==> config.mk <==
export PLATFORM = sky130hd
export DESIGN_NAME = dm_store_trace
export DESIGN_NICKNAME = d
export VERILOG_FILES = /design/src/rtl/dm_store_trace.sv
export SDC_FILE = /design/constraint.sdc
export NUM_CORES = 2
export LEC_CHECK = 0
export ABC_CLOCK_PERIOD_IN_PS = 15200
export BUFFER_PORTS_ARGS = -buffer_cell sky130_fd_sc_hd__clkbuf_2
export CAP_MARGIN = 20
export CORE_MARGIN = 2
export CORE_UTILIZATION = 50
export DETAILED_ROUTE_END_ITERATION = 10
export GPL_TIMING_DRIVEN = 0
export PLACE_DENSITY = 0.66
export SYNTH_ARGS = -nofsm -noshare
export SYNTH_HDL_FRONTEND = slang
export SYNTH_SLANG_ARGS = --single-unit
==> constraint.sdc <==
create_clock -name CLOCK_50 -period 15.2 [get_ports CLOCK_50]
set_input_delay 0 -clock CLOCK_50 [delete_from_list [all_inputs] [get_ports CLOCK_50]]
set_output_delay 0 -clock CLOCK_50 [all_outputs]
set_load 0.01 [all_outputs]
==> src/rtl/dm_store_trace.sv <==
// Data-memory store tracer: snoops the processor's DM write port, records each
// store with a cycle stamp in a FIFO, then drains it over valid/ready on dump.
module dm_store_trace #(
    parameter int N     = 64,
    parameter int DEPTH = 16,
    parameter int CW    = 32
) (
    input  logic                       CLOCK_50,
    input  logic                       reset,
    input  logic                       DM_writeEnable,
    input  logic [N-1:0]               DM_addr,
    input  logic [N-1:0]               DM_writeData,
    input  logic                       dump,
    output logic                       trace_valid,
    input  logic                       trace_ready,
    output logic [N-1:0]               trace_addr,
    output logic [N-1:0]               trace_data,
    output logic [CW-1:0]              trace_cycle,
    output logic [$clog2(DEPTH):0]     count,
    output logic                       overflow,
    output logic [15:0]                drop_count,
    output logic                       done
);

    localparam int AW   = $clog2(DEPTH);
    localparam int CNTW = AW + 1;

    typedef enum logic [1:0] {S_CAPTURE, S_DRAIN, S_DONE} state_t;

    typedef struct packed {
        logic [CW-1:0] cycle;
        logic [N-1:0]  addr;
        logic [N-1:0]  data;
    } entry_t;

    entry_t          mem_q [DEPTH];
    state_t          state_q, state_d;
    logic [AW-1:0]   wr_ptr_q, wr_ptr_d;
    logic [AW-1:0]   rd_ptr_q, rd_ptr_d;
    logic [CNTW-1:0] count_q, count_d;
    logic [CW-1:0]   cyc_q, cyc_d;
    logic            overflow_q, overflow_d;
    logic [15:0]     drop_q, drop_d;
    entry_t          last_q, last_d;

    logic   full, empty, push, drop, pop, show;
    entry_t head;

    always_comb begin
        full  = (count_q == CNTW'(DEPTH));
        empty = (count_q == '0);
        head  = mem_q[rd_ptr_q];
        push  = (state_q == S_CAPTURE) && DM_writeEnable && !full;
        drop  = (state_q == S_CAPTURE) && DM_writeEnable && full;
        show  = (state_q == S_DRAIN) && !empty;
        pop   = show && trace_ready;

        state_d    = state_q;
        wr_ptr_d   = wr_ptr_q;
        rd_ptr_d   = rd_ptr_q;
        count_d    = count_q;
        cyc_d      = cyc_q;
        overflow_d = overflow_q;
        drop_d     = drop_q;
        last_d     = last_q;

        case (state_q)
            S_CAPTURE: begin
                if (cyc_q != '1) cyc_d = cyc_q + CW'(1);
                if (push) begin
                    wr_ptr_d = wr_ptr_q + AW'(1);
                    count_d  = count_q + CNTW'(1);
                end
                if (drop) begin
                    overflow_d = 1'b1;
                    if (drop_q != 16'hFFFF) drop_d = drop_q + 16'd1;
                end
                // The store sampled alongside dump is already handled above.
                if (dump) state_d = S_DRAIN;
            end
            S_DRAIN: begin
                if (pop) begin
                    rd_ptr_d = rd_ptr_q + AW'(1);
                    count_d  = count_q - CNTW'(1);
                    last_d   = head;
                end
                if (empty) state_d = S_DONE;
            end
            default: ;
        endcase
    end

    always_ff @(posedge CLOCK_50 or posedge reset) begin
        if (reset) begin
            state_q    <= S_CAPTURE;
            wr_ptr_q   <= '0;
            rd_ptr_q   <= '0;
            count_q    <= '0;
            cyc_q      <= '0;
            overflow_q <= 1'b0;
            drop_q     <= '0;
            last_q     <= '0;
        end else begin
            state_q    <= state_d;
            wr_ptr_q   <= wr_ptr_d;
            rd_ptr_q   <= rd_ptr_d;
            count_q    <= count_d;
            cyc_q      <= cyc_d;
            overflow_q <= overflow_d;
            drop_q     <= drop_d;
            last_q     <= last_d;
        end
    end

    // Storage needs no reset: only entries between the pointers are ever shown.
    always_ff @(posedge CLOCK_50) begin
        if (push) mem_q[wr_ptr_q] <= '{cycle: cyc_q, addr: DM_addr, data: DM_writeData};
    end

    // Show-ahead head while draining; otherwise hold the last popped entry.
    always_comb begin
        trace_valid = show;
        trace_cycle = show ? head.cycle : last_q.cycle;
        trace_addr  = show ? head.addr  : last_q.addr;
        trace_data  = show ? head.data  : last_q.data;
        count       = count_q;
        overflow    = overflow_q;
        drop_count  = drop_q;
        done        = (state_q == S_DONE);
    end

endmodule

==> results.sh <==
export IMPL_status="finished, violations left"
export IMPL_failing_checks="antenna rules"
export IMPL_synth_warnings=0
export IMPL_final_cell_area_um2=125400
export IMPL_floorplan_initialDensity_pct=50.17
export IMPL_seq_power_share_pct=40.2
export IMPL_ctsHtreeMaxLevel=5
export IMPL_drive_above_1_share_pct=27.86
export IMPL_first_global_vias=55720
export IMPL_hp_class="in -> reg"
export IMPL_worst_path_cell_chain="buf_2 -> nor2_2 -> clkbuf_1 -> buf_1 -> a22o_1 -> nor2_1 -> o21ai_0 -> clkbuf_2"
export IMPL_timing_final_max_slew_violations=0
export IMPL_cts_reportedPaths_clkPinSlew_ns=0.06
export IMPL_ant_nets=1
export IMPL_timing_hold_violations_final=0
export IMPL_worst_r2r_setup_slack_ns=11.30
export IMPL_worst_reg2reg_path_startpoint="rd_ptr_q[1]"
export IMPL_cp_startpoint="rd_ptr_q[3]"
export IMPL_critPathLaunchType="flop"
export IMPL_routed_via_density=6.132
export IMPL_synthDistinctLibCells=47
export IMPL_timing_max_slew_rel_slack_pct=25.52
export IMPL_worst_pin_slew_ns=1.117
export IMPL_endpoint_kind="output pin"
export IMPL_synth_avg_cell_area_um2=20.86
export IMPL_switchingPower_uw=6854
export IMPL_routed_via_count=55850
export IMPL_die_width_um=464.6
export IMPL_worst_endpoint_arrival_ns=5.46
export IMPL_internal_power_uw=15050
export IMPL_part_of_the_yosys_area_used_for_sequential_elements_pct=77.76
export IMPL_slowest_delay_ns=0.87
export IMPL_worst_r2r_cell_count=8
export IMPL_most_common_library_cell_in_the_layout_ignoring_fill_and_taps="sky130_fd_sc_hd__edfxtp_1"
export IMPL_most_heavily_used_metal_layer_in_global_routing="met2"
export IMPL_numClockSinks=2784
export IMPL_switching_share_pct=31.29
export IMPL_timing_fmax_mhz=183.0
export IMPL_final_fill_count=15210
export IMPL_minimum_period_implied_by_the_final_worst_setup_slack_ns=5.465
export IMPL_detailedPlacementHpwl_mm=179.9
export IMPL_synth_edf_count=2560
export IMPL_pin_count=317
export IMPL_totalPowerFinal_uw=21910
export IMPL_core_area_um2=211500
export IMPL_vdd_ir_drop_worst_uv=148.5
export IMPL_grt_util_all_layers_pct=25.70
export IMPL_placed_area_um2=114500
export IMPL_met2_track_demand_over_resource_pct=41.21
export IMPL_syn_instance_count=5084
export IMPL_static_leakage_power_uw=0.04226
export IMPL_p_comb_share_pct=28.4
export IMPL_antenna_found_initial=42
export IMPL_cts_path_max_buffers=4
export IMPL_design_die_area_um2=215900
export IMPL_critical_path_slowest_cell="sky130_fd_sc_hd__clkbuf_1"
export IMPL_cts_inserted_buffers=295
export IMPL_synth_async_reset_ratio_pct=8.046
export IMPL_largest_net_degree_at_the_start_of_global_routing=87
export IMPL_grt_setup_unrepaired="no"
export IMPL_number_of_nets_in_the_layout=6197
export IMPL_syn_nets=5228
export IMPL_drt_first_iter_violations=6894
export IMPL_required_ns=15.20
export IMPL_finalSetupViolCount=0
export IMPL_first_pass_grt_wire_length_mm=398.8
export IMPL_critical_register_to_register_path_endpoint="last_q[85]"
export IMPL_power_per_cell_area_nw_per_um2=174.8
export IMPL_tritoncts="done"
export IMPL_maxCapViolCount=0
export IMPL_count_of_tritonroute_iterations_in_the_first_routing_pass=5
export IMPL_clkPwrFrac_pct=31.4
export IMPL_min_period_over_period_pct=35.95
export IMPL_synthFlopType="sky130_fd_sc_hd__edfxtp_1"
export IMPL_grt_use_met1_pct=35.85
export IMPL_ctsRootBufferMaster="sky130_fd_sc_hd__clkbuf_16"
export IMPL_use_met3_pct=5.047
export IMPL_critPathMaxFanout=10
export IMPL_gp_congestion=0.7772
export IMPL_area_growth_synth_to_final_pct=18.17
export IMPL_skew_ns=0.04410
export IMPL_insertion_delay_ns=0.92
export IMPL_cts_setup_buffers=0
export IMPL_numPortBuffers=316
export IMPL_synthesis_area_um2=106100
export IMPL_detail_route_drc_violations=0
export IMPL_setup_tns_final_ns=0
export IMPL_grt_overflow_total=0
export IMPL_core_rowCount=169
export IMPL_commonest_cells_after_routing_fill_and_taps_aside="2560 x sky130_fd_sc_hd__edfxtp_1, 640 x sky130_fd_sc_hd__mux4_2, 352 x sky130_fd_sc_hd__nand2_1"
export IMPL_finalWirelength_mm=278.0
export IMPL_drt_wirelength_per_cell_um=30.53
export IMPL_chipHeight_um=464.6
export IMPL_criticalPathCategory="reg -> out"
export IMPL_timing_critical_path_to="trace_data[13]"
export IMPL_synth_seq_cells=2784
cell usage after synthesis, drive strengths merged, types with 11 or more instances:
| library cell | count | area share, % |
|---|---|---|
| mux4 | 640 | 14 |
| a22o | 321 | 2.7 |
| nand3 | 18 | 0.085 |
| o21ai | 325 | 1.5 |
| xor2 | 18 | 0.15 |
| nand4 | 19 | 0.11 |
| xnor2 | 38 | 0.31 |
| buf | 173 | 0.85 |
| dfrtp | 224 | 5.3 |
| clkbuf | 117 | 0.41 |
| nand2 | 353 | 1.3 |
| edfxtp | 2560 | 72 |
| nor2 | 195 | 0.69 |
| inv | 11 | 0.039 |
layout make-up:
class | instances | area, um2 | area share [%]
antenna | 16 | 40.04 | 0.03194
buffer | 290 | 1338 | 1.067
clock buffer | 381 | 8084 | 6.449
clock inverter | 134 | 1065 | 0.8494
inverter | 11 | 48.80 | 0.03893
multi-input combinational | 1999 | 22340 | 17.82
sequential | 2784 | 82480 | 65.80
tap | 2821 | 3530 | 2.816
timing repair buffer | 672 | 6431 | 5.131
stage by stage:
step / util (%) / hold WS [ns] / setup WS, ns / instances
3_5_place_dp: 54.17 / 0.1115 / 10.80 / 8415
3_3_place_gp: 52.58 / 0.2383 / -12.69 / 8221
6_report: 59.28 / 0.03479 / 9.735 / 9108
4_1_cts: 59.26 / 0.00008815 / 9.770 / 9091
2_1_floorplan: - / 0.09887 / 1.916 / 5084
5_1_grt: 59.27 / 0.04150 / 9.681 / 9099
timing repair:
item | in CTS | in global routing
hold buffers | 161 | 0
gates resized for setup | 0 | 0
endpoints found under the hold margin | 2329 | 0
setup endpoints to repair | 0 | 0
power groups by stage:
stage	clock, uW	combinational [uW]	sequential (uW)
6_report	6870	6220	8810
5_1_grt	7250	6610	8840
4_1_cts	6960	6280	8810
3_5_place_dp	0	6210	8970
3_3_place_gp	0	6100	9000
2_1_floorplan	0	3750	8950
worst max-delay path: cells and delay by family, from the launching register on:
family                 cells  cell delay [ns]
buffers and inverters      4             2.12
and+or+nand+nor            2             0.89
AOI/OAI and AO/OA          2             1.06
DFF                        1             0.46
metal layers:
layer	wire length, um	share of wire (%)
met1	108200	39
met2	135400	49
met3	25720	9.3
met4	8617	3.1
met5	184	0.066
how the worst min path moves through the flow:
stage / startpoint / end / slack [ns] / depth (start not counted)
CTS: DM_addr[28] / mem_q[6][92] / 0.00009 / 2
floorplan: DM_writeData[0] / mem_q[0][0] / 0.1 / 0
detailed placement: reset / last_q[82] / 0.11 / 2
global route: DM_addr[48] / mem_q[10][112] / 0.04 / 2
global placement: dump / state_q[0] / 0.24 / 2
finish: DM_addr[40] / mem_q[10][104] / 0.03 / 2
registers in the layout, indices dropped and copies added (netlist names):
signal      count
count           5
wr_ptr_q        4
overflow        1
drop_count     16
last_q        160
cyc_q          32
state_q         2
rd_ptr_q        4
mem_q        2560
cell families (layout without fill, tap and decap cells):
group                    after synthesis  in the layout  synth area share (%)
AO/OA/AOI/OAI                        659            659                 4.291
XOR/XNOR                              56             56                0.4624
adder cells (fa/ha/maj)               11             11                0.1368
buffers and inverters                301           1488                 1.299
flip-flops                          2784           2784                 77.76
multiplexers                         643            643                 13.62
other                                  0             16                     0
AND/OR/NAND/NOR                      630            630                 2.436
Note: power is estimated with default switching activity, not from simulation.
